**config.mk**
```make
export PLATFORM = sky130hd
export DESIGN_NAME = unpool2d_ctrl
export DESIGN_NICKNAME = d
export VERILOG_FILES = /design/src/rtl/unpool_pkg.sv /design/src/rtl/unpool_desc_fifo.sv /design/src/rtl/unpool2d_ctrl.sv
export SDC_FILE = /design/constraint.sdc
export NUM_CORES = 2
export LEC_CHECK = 0
export ABC_AREA = 1
export CAP_MARGIN = 0
export CORE_ASPECT_RATIO = 0.5
export CORE_MARGIN = 2
export CORE_UTILIZATION = 40
export CTS_BUF_LIST = sky130_fd_sc_hd__clkbuf_4 sky130_fd_sc_hd__clkbuf_8
export DETAILED_ROUTE_END_ITERATION = 16
export GPL_ROUTABILITY_DRIVEN = 0
export PLACE_DENSITY = 0.61
export SYNTH_ARGS = -nofsm -noshare
export SYNTH_HDL_FRONTEND = slang
export SYNTH_HIERARCHICAL = 1
export SYNTH_SLANG_ARGS = --single-unit
```
**constraint.sdc**
```tcl
create_clock -name clk -period 19.7 [get_ports clk]
set_input_delay 3.94 -clock clk [delete_from_list [all_inputs] [get_ports clk]]
set_output_delay 3.94 -clock clk [all_outputs]
set_load 0.02 [all_outputs]
```
**src/rtl/unpool_pkg.sv**
```systemverilog
//==============================================================================
// Module   : unpool_pkg
// Purpose  : Shared types and constants for the 2x unpool job controller.
// Revision : 1.0
//==============================================================================
`default_nettype none

package unpool_pkg;

  typedef enum logic [2:0] {
    S_IDLE   = 3'd0,
    S_CHECK  = 3'd1,
    S_ISSUE  = 3'd2,
    S_WAIT   = 3'd3,
    S_REPORT = 3'd4,
    S_HALT   = 3'd5
  } unpool_ctrl_state_e;

  localparam logic [1:0] STS_OK       = 2'd0;
  localparam logic [1:0] STS_BADCFG   = 2'd1;
  localparam logic [1:0] STS_TIMEOUT  = 2'd2;
  localparam logic [1:0] STS_MISMATCH = 2'd3;

  localparam int unsigned UNPOOL_MAX_LINE_BITS = 16384;
  localparam int unsigned UNPOOL_WD_W          = 21;

  typedef struct packed {
    logic [7:0]  id;
    logic [7:0]  elem_bits;
    logic [7:0]  kind;
    logic [7:0]  scale;
    logic [15:0] h;
    logic [15:0] w;
    logic [15:0] c;
  } unpool_desc_t;

  function automatic logic elem_bits_ok(input logic [7:0] bits);
    return (bits == 8'd2) || (bits == 8'd4) || (bits == 8'd8) ||
           (bits == 8'd16) || (bits == 8'd32);
  endfunction

endpackage

`default_nettype wire

```
**src/rtl/unpool_desc_fifo.sv**
```systemverilog
//==============================================================================
// Module   : unpool_desc_fifo
// Purpose  : Synchronous descriptor FIFO with registered full/empty flags.
// Revision : 1.0
//==============================================================================
`default_nettype none

module unpool_desc_fifo
  import unpool_pkg::*;
#(
  parameter int unsigned QDEPTH = 4
) (
  input  logic         clk,
  input  logic         rst_n,
  input  logic         push,
  input  unpool_desc_t wdata,
  input  logic         pop,
  output unpool_desc_t rdata,
  output logic         full,
  output logic         empty
);

  localparam int unsigned c_addr_w = $clog2(QDEPTH);
  localparam logic [c_addr_w:0] c_depth = (c_addr_w + 1)'(QDEPTH);

  unpool_desc_t            r_mem [QDEPTH];
  logic [c_addr_w-1:0]     r_wptr;
  logic [c_addr_w-1:0]     r_rptr;
  logic [c_addr_w:0]       r_count;
  logic [c_addr_w:0]       w_count_next;
  logic                    r_full;
  logic                    r_empty;
  logic                    w_do_push;
  logic                    w_do_pop;

  // A full FIFO still takes a write when the head leaves in the same cycle.
  assign w_do_pop  = pop && !r_empty;
  assign w_do_push = push && (!r_full || w_do_pop);

  always_comb begin
    w_count_next = r_count;
    if (w_do_push && !w_do_pop) begin
      w_count_next = r_count + 1'b1;
    end else if (w_do_pop && !w_do_push) begin
      w_count_next = r_count - 1'b1;
    end
  end

  always_ff @(posedge clk or negedge rst_n) begin
    if (!rst_n) begin
      r_wptr  <= '0;
      r_rptr  <= '0;
      r_count <= '0;
      r_full  <= 1'b0;
      r_empty <= 1'b1;
    end else begin
      if (w_do_push) r_wptr <= r_wptr + 1'b1;
      if (w_do_pop)  r_rptr <= r_rptr + 1'b1;
      r_count <= w_count_next;
      r_full  <= (w_count_next == c_depth);
      r_empty <= (w_count_next == '0);
    end
  end

  always_ff @(posedge clk) begin
    if (w_do_push) r_mem[r_wptr] <= wdata;
  end

  assign rdata = r_mem[r_rptr];
  assign full  = r_full;
  assign empty = r_empty;

endmodule

`default_nettype wire

```
**src/rtl/unpool2d_ctrl.sv**
```systemverilog
//==============================================================================
// Module   : unpool2d_ctrl
// Purpose  : Job scheduler for the 2x nearest-neighbour unpool unit.
// Revision : 1.0
//==============================================================================
`default_nettype none

module unpool2d_ctrl
  import unpool_pkg::*;
#(
  parameter int unsigned BUS_W   = 128,
  parameter int unsigned QDEPTH  = 4,
  parameter int unsigned TIMEOUT = 1048576
) (
  input  logic        clk,
  input  logic        rst_n,
  input  logic        desc_valid,
  output logic        desc_ready,
  input  logic [7:0]  desc_id,
  input  logic [7:0]  desc_elem_bits,
  input  logic [7:0]  desc_kind,
  input  logic [7:0]  desc_scale,
  input  logic [15:0] desc_h_in,
  input  logic [15:0] desc_w_in,
  input  logic [15:0] desc_c,
  output logic [7:0]  cfg_elem_bits,
  output logic [7:0]  cfg_unpool_kind,
  output logic [7:0]  cfg_scale,
  output logic [15:0] cfg_h_in,
  output logic [15:0] cfg_w_in,
  output logic [15:0] cfg_c,
  output logic        unit_start,
  input  logic        unit_busy,
  input  logic        unit_done,
  input  logic        mon_out_valid,
  input  logic        mon_out_ready,
  output logic        sts_valid,
  input  logic        sts_ready,
  output logic [7:0]  sts_id,
  output logic [1:0]  sts_code,
  output logic [31:0] sts_beats,
  output logic        halted,
  input  logic        clr
);

  localparam logic [UNPOOL_WD_W-1:0] c_wd_limit = UNPOOL_WD_W'(TIMEOUT - 1);

  unpool_ctrl_state_e     r_state, w_state_next;
  unpool_desc_t           w_wdata, w_head, r_job, w_job_next;
  logic                   w_push, w_pop, w_full, w_empty;
  logic [31:0]            r_expected, w_expected_next;
  logic [31:0]            r_count, w_count_next, w_count_inc;
  logic [UNPOOL_WD_W-1:0] r_wd, w_wd_next, w_wd_step;
  logic                   r_start, w_start_next;
  logic                   r_sts_valid, w_sts_valid_next;
  logic [7:0]             r_sts_id, w_sts_id_next;
  logic [1:0]             r_sts_code, w_sts_code_next;
  logic [31:0]            r_sts_beats, w_sts_beats_next;
  logic                   r_halted, w_halted_next;
  logic                   w_beat, w_legal;
  logic [31:0]            w_line_bits, w_line_beats, w_expected;

  assign w_wdata = '{id: desc_id, elem_bits: desc_elem_bits, kind: desc_kind,
                     scale: desc_scale, h: desc_h_in, w: desc_w_in, c: desc_c};
  assign w_push  = desc_valid && !w_full;

  unpool_desc_fifo #(
    .QDEPTH (QDEPTH)
  ) u_fifo (
    .clk   (clk),
    .rst_n (rst_n),
    .push  (w_push),
    .wdata (w_wdata),
    .pop   (w_pop),
    .rdata (w_head),
    .full  (w_full),
    .empty (w_empty)
  );

  // Job legality and beat budget, evaluated on the registered job during CHECK.
  assign w_line_bits  = {16'd0, r_job.w} * {16'd0, r_job.c} * {24'd0, r_job.elem_bits};
  assign w_legal      = elem_bits_ok(r_job.elem_bits) && (r_job.scale == 8'd2) &&
                        (r_job.kind == 8'd0) && (r_job.h != 16'd0) &&
                        (r_job.w != 16'd0) && (r_job.c != 16'd0) &&
                        (w_line_bits <= 32'(UNPOOL_MAX_LINE_BITS));
  assign w_line_beats = ((w_line_bits << 1) + 32'(BUS_W - 1)) / 32'(BUS_W);
  assign w_expected   = ({16'd0, r_job.h} << 1) * w_line_beats;

  assign w_beat      = mon_out_valid && mon_out_ready;
  assign w_count_inc = r_count + {31'd0, w_beat};
  assign w_wd_step   = w_beat ? '0 : r_wd + 1'b1;

  always_comb begin
    w_state_next     = r_state;
    w_job_next       = r_job;
    w_expected_next  = r_expected;
    w_count_next     = r_count;
    w_wd_next        = r_wd;
    w_start_next     = 1'b0;
    w_sts_valid_next = r_sts_valid;
    w_sts_id_next    = r_sts_id;
    w_sts_code_next  = r_sts_code;
    w_sts_beats_next = r_sts_beats;
    w_halted_next    = r_halted;
    w_pop            = 1'b0;
    case (r_state)
      S_IDLE: begin
        if (!w_empty && !unit_busy) begin
          w_pop        = 1'b1;
          w_job_next   = w_head;
          w_state_next = S_CHECK;
        end
      end
      S_CHECK: begin
        if (w_legal) begin
          w_expected_next = w_expected;
          w_start_next    = 1'b1;
          w_state_next    = S_ISSUE;
        end else begin
          w_sts_valid_next = 1'b1;
          w_sts_id_next    = r_job.id;
          w_sts_code_next  = STS_BADCFG;
          w_sts_beats_next = '0;
          w_state_next     = S_REPORT;
        end
      end
      S_ISSUE: begin
        w_count_next = '0;
        w_wd_next    = '0;
        w_state_next = S_WAIT;
      end
      S_WAIT: begin
        w_count_next = w_count_inc;
        w_wd_next    = w_wd_step;
        // Completion outranks a watchdog expiry landing in the same cycle.
        if (unit_done) begin
          w_sts_valid_next = 1'b1;
          w_sts_id_next    = r_job.id;
          w_sts_code_next  = (w_count_inc == r_expected) ? STS_OK : STS_MISMATCH;
          w_sts_beats_next = w_count_inc;
          w_state_next     = S_REPORT;
        end else if (w_wd_step == c_wd_limit) begin
          w_sts_valid_next = 1'b1;
          w_sts_id_next    = r_job.id;
          w_sts_code_next  = STS_TIMEOUT;
          w_sts_beats_next = w_count_inc;
          w_state_next     = S_REPORT;
        end
      end
      S_REPORT: begin
        if (sts_ready) begin
          w_sts_valid_next = 1'b0;
          if (r_sts_code == STS_TIMEOUT) begin
            w_halted_next = 1'b1;
            w_state_next  = S_HALT;
          end else begin
            w_state_next = S_IDLE;
          end
        end
      end
      S_HALT: begin
        if (clr) begin
          w_halted_next = 1'b0;
          w_wd_next     = '0;
          w_state_next  = S_IDLE;
        end
      end
      default: begin
        w_state_next = S_IDLE;
      end
    endcase
  end

  always_ff @(posedge clk or negedge rst_n) begin
    if (!rst_n) begin
      r_state     <= S_IDLE;
      r_job       <= '0;
      r_expected  <= '0;
      r_count     <= '0;
      r_wd        <= '0;
      r_start     <= 1'b0;
      r_sts_valid <= 1'b0;
      r_sts_id    <= '0;
      r_sts_code  <= '0;
      r_sts_beats <= '0;
      r_halted    <= 1'b0;
    end else begin
      r_state     <= w_state_next;
      r_job       <= w_job_next;
      r_expected  <= w_expected_next;
      r_count     <= w_count_next;
      r_wd        <= w_wd_next;
      r_start     <= w_start_next;
      r_sts_valid <= w_sts_valid_next;
      r_sts_id    <= w_sts_id_next;
      r_sts_code  <= w_sts_code_next;
      r_sts_beats <= w_sts_beats_next;
      r_halted    <= w_halted_next;
    end
  end

  assign desc_ready      = !w_full;
  assign cfg_elem_bits   = r_job.elem_bits;
  assign cfg_unpool_kind = r_job.kind;
  assign cfg_scale       = r_job.scale;
  assign cfg_h_in        = r_job.h;
  assign cfg_w_in        = r_job.w;
  assign cfg_c           = r_job.c;
  assign unit_start      = r_start;
  assign sts_valid       = r_sts_valid;
  assign sts_id          = r_sts_id;
  assign sts_code        = r_sts_code;
  assign sts_beats       = r_sts_beats;
  assign halted          = r_halted;

endmodule

`default_nettype wire

```
==> summary.md <==
| Metric | Value |
|---|---|
| CTS sink count | `541` |
| Yosys warns | `6` |
| Root Buffer | `clkbuf_8` |
| Commonest non-fill, non-tap cells in the layout | `nand2_1 (1,464), inv_1 (1,277), fa_1 (627)` |
| Seq cells post-synth | `~540` |
| Vias after detailed routing | `39.0k` |
| # Post-CTS Setup Buffers | `0` |
| Initial Util | `0.405` |
| CP max-delay cell | `dfrtp_1` |
| Critical Path Fanout Max | `19` |
| Syn_nets | `~7k` |
| Final wirelength | `~140,000 µm` |
| First-pass GRT wire length | `between 200,000 and 250,000 µm` |
| Fin Setup TNS | `0 ps` |
| Hold buffers post-CTS | `0` |
| Number of synthesized flops with an enable pin | `between 300 and 400` |
| Initial antenna violation count | `9` |
| DR iter-0 viols | `between 2k and 3k` |
| Clock transition at path regs | `roughly 70 ps` |
| Io pins | `between 200 and 250` |
| Cell area after synthesis | `between 0.05 and 0.06 mm²` |
| Synth Area in Adders | `0.300` |
| Drt wl/cell | `about 18 µm` |
| Most common cell after layout, fill and taps aside | `nand2_1` |
| Synth async-reset ratio | `0.409` |
| H-tree depth | `3` |
| Crit path kind | `register to register` |
| Largest net degree at the start of global routing | `slightly above 90` |
| Delay-heaviest family, CP | `adder cells` |
| Total die area | `around 0.13 mm²` |
| Reg area | `0.0151 mm²` |
| Max-capacitance violation count | `0` |
| F_max | `approximately 0.060 GHz` |
| Final setup viols | `0` |
| Via density per instance | `4.96` |
| DRC | `0` |
| Share of cells above drive strength 1 | `0.0659` |
| Drt first pass iters | `7` |
| WP buf/inv | `21` |
| Final min period | `approximately 17,000 ps` |
| R2R Setup Slk | `slightly above 3000 ps` |
| Synth cell types | `between 60 and 70` |
| Crit-path max cell delay | `970 ps` |
| Syn avg cell area | `about 8.4 µm²` |
| RSZ-0062 raised after global routing | `false` |
| Final instance area | `roughly 0.056 mm²` |
| Cell taking the most area after synthesis | `fa_1` |
| Worst Setup Start Kind | `register` |
| Top post-synthesis cells by area | `fa_1 (24%), edfxtp_1 (19%), dfrtp_1 (11%)` |
| Complex-gate fraction of the synthesized area | `0.0656` |
| Nets | `approximately 7.1k` |
| Chip Width | `510 µm` |
| Layout area overhead | `9.16%` |
| Slew @ Worst Pin | `between 1000 and 1500 ps` |
| Clock tree buffer depth | `3` |
| Largest family of logic cells by synthesized area | `adder cells` |
| Grt ovf | `0` |
| DP HPWL | `about 100,000 µm` |
| Critical Path RT | `20,350 ps` |
| ANT nets after route | `0` |
| Row count | `between 90 and 100` |
| Fin. Hold Viols | `0` |
| Core ar. | `about 0.13 mm²` |
| Min Hold Slack | `~470 ps` |
| Mux share of post-synthesis cell area | `0` |
| Slew HR | `0.186` |
| Worst hold path type | `register to register` |
| Resized cells post-CTS | `0` |
| Seq/Total Area, Yosys | `0.295` |
| Final setup skew | `around 57 ps` |
| Most frequent CP cell | `inv_1` |
| Number of port buffers | `approximately 210` |
| Setup crit end kind | `register` |
| Vias in the first global route | `39.7k` |
| Post-Synth Simple-Gate Area | `0.192` |
| Slew Limit Fails | `0` |
| # fillers | `about 13k` |
| Post-Route Utilization | `0.442` |
| Area of the multi-input gates | `about 0.030 mm²` |
| Final Cycle Share | `0.845` |
| Status | `finished clean` |
| Die H | `around 260 µm` |
| Top FF cell, synth | `edfxtp_1` |
| Gate Count Post-Synth | `6,077` |
| Placed Area | `around 0.054 mm²` |
| Clk_lat worst skew | `a little under 800 ps` |
| Yosys top cell area share | `0.245` |
| Overall Global Routing Usage | `0.219` |
| Synth Area in XOR/XNOR | `0.0191` |
| Arrival @ worst endpoint | `between 15,000 and 20,000 ps` |
| CTS buffer count | `82` |
| TritonCTS clock tree | `done` |
==> sequential cells by signal (all words and copies together) (netlist names), 2 cells and up <==
| name | count |
|---|---|
| r_job | 8 |
| cfg_c | 16 |
| r_expected | 31 |
| cfg_h_in | 16 |
| r_count | 32 |
| cfg_scale | 8 |
| cfg_w_in | 16 |
| r_state | 3 |
| sts_beats | 32 |
| u_fifo/r_wptr | 2 |
| u_fifo/r_mem | 320 |
| sts_code | 2 |
| cfg_elem_bits | 8 |
| u_fifo/r_rptr | 2 |
| r_wd | 21 |
| u_fifo/r_count | 3 |
| sts_id | 8 |
| cfg_unpool_kind | 8 |
==> cell type report <==
class                           count  share of cell area
Clock buffer                      125              0.0271
Sequential cell                   541               0.271
Inverter                         1309              0.0879
Clock inverter                     26             0.00485
Multi-Input combinational cell   3923               0.529
Timing Repair Buffer              252              0.0431
Tap cell                         1692              0.0378
Antenna cell                        2           0.0000894
==> worst reg2reg max path: cells and delay by family (launching register included) <==
kind            cells  cell delay [ps]
buf+inv            21             2000
compound gates     10             2200
flops               1              970
simple gates       14             2000
xor+xnor            2              400
fa+ha+maj          19             8970
==> cells by family after synthesis <==
kind of cell	count (synthesis)
compound gates	591
flops	541
simple gates	2371
fa+ha+maj	852
buf+inv	1613
xor+xnor	109
==> routing by layer <==
metal / track usage / part of all wire / up-vias
li1: - / - / 18500
met1: 0.302 / 0.45 / 19000
met2: 0.347 / 0.45 / 1230
met3: 0.0415 / 0.069 / 256
met4: 0.0708 / 0.031 / 6
met5: 0 / 0.00028 / -
==> path summary, 6_finish.rpt <==
check                                 start        endpoint  depth (start not counted)
worst max-delay path            cfg_w_in[9]  r_expected[29]                         66
worst min-delay path              sts_id[0]       sts_id[0]                          2
worst max register to register  cfg_w_in[9]  r_expected[29]                         66
worst min register to register    sts_id[0]       sts_id[0]                          2
max in group asynchronous             rst_n     r_count[17]                          4
min in group asynchronous             rst_n     cfg_w_in[2]                          1
==> cell usage after synthesis, types with 15 or more instances <==
library cell	number
nand2_1	1464
nand2_2	19
edfxtp_1	320
ha_1	225
buf_1	22
or2_2	18
xor2_1	71
o21ai_0	270
buf_2	20
buf_4	75
nand4_1	62
buf_6	15
nor3_1	39
o21ai_1	52
nand3_1	142
dfrtp_1	220
o21ai_2	33
nor4_1	23
clkbuf_1	164
o22ai_1	82
inv_2	20
inv_1	1277
nor2_2	79
fa_1	627
a21oi_1	107
nor2_1	487
xnor2_1	35
==> metrics by stage <==
stage / setup WS, ps / cells
6_report: 3050 / 7870
5_1_grt: 2170 / 7870
4_1_cts: 3150 / 7868
3_5_place_dp: 3230 / 7717
3_3_place_gp: 3220 / 7717
2_1_floorplan: 5400 / 6077
Power is not shown: default switching activity piles up to over one toggle a cycle in this logic, so the estimate is an artifact.
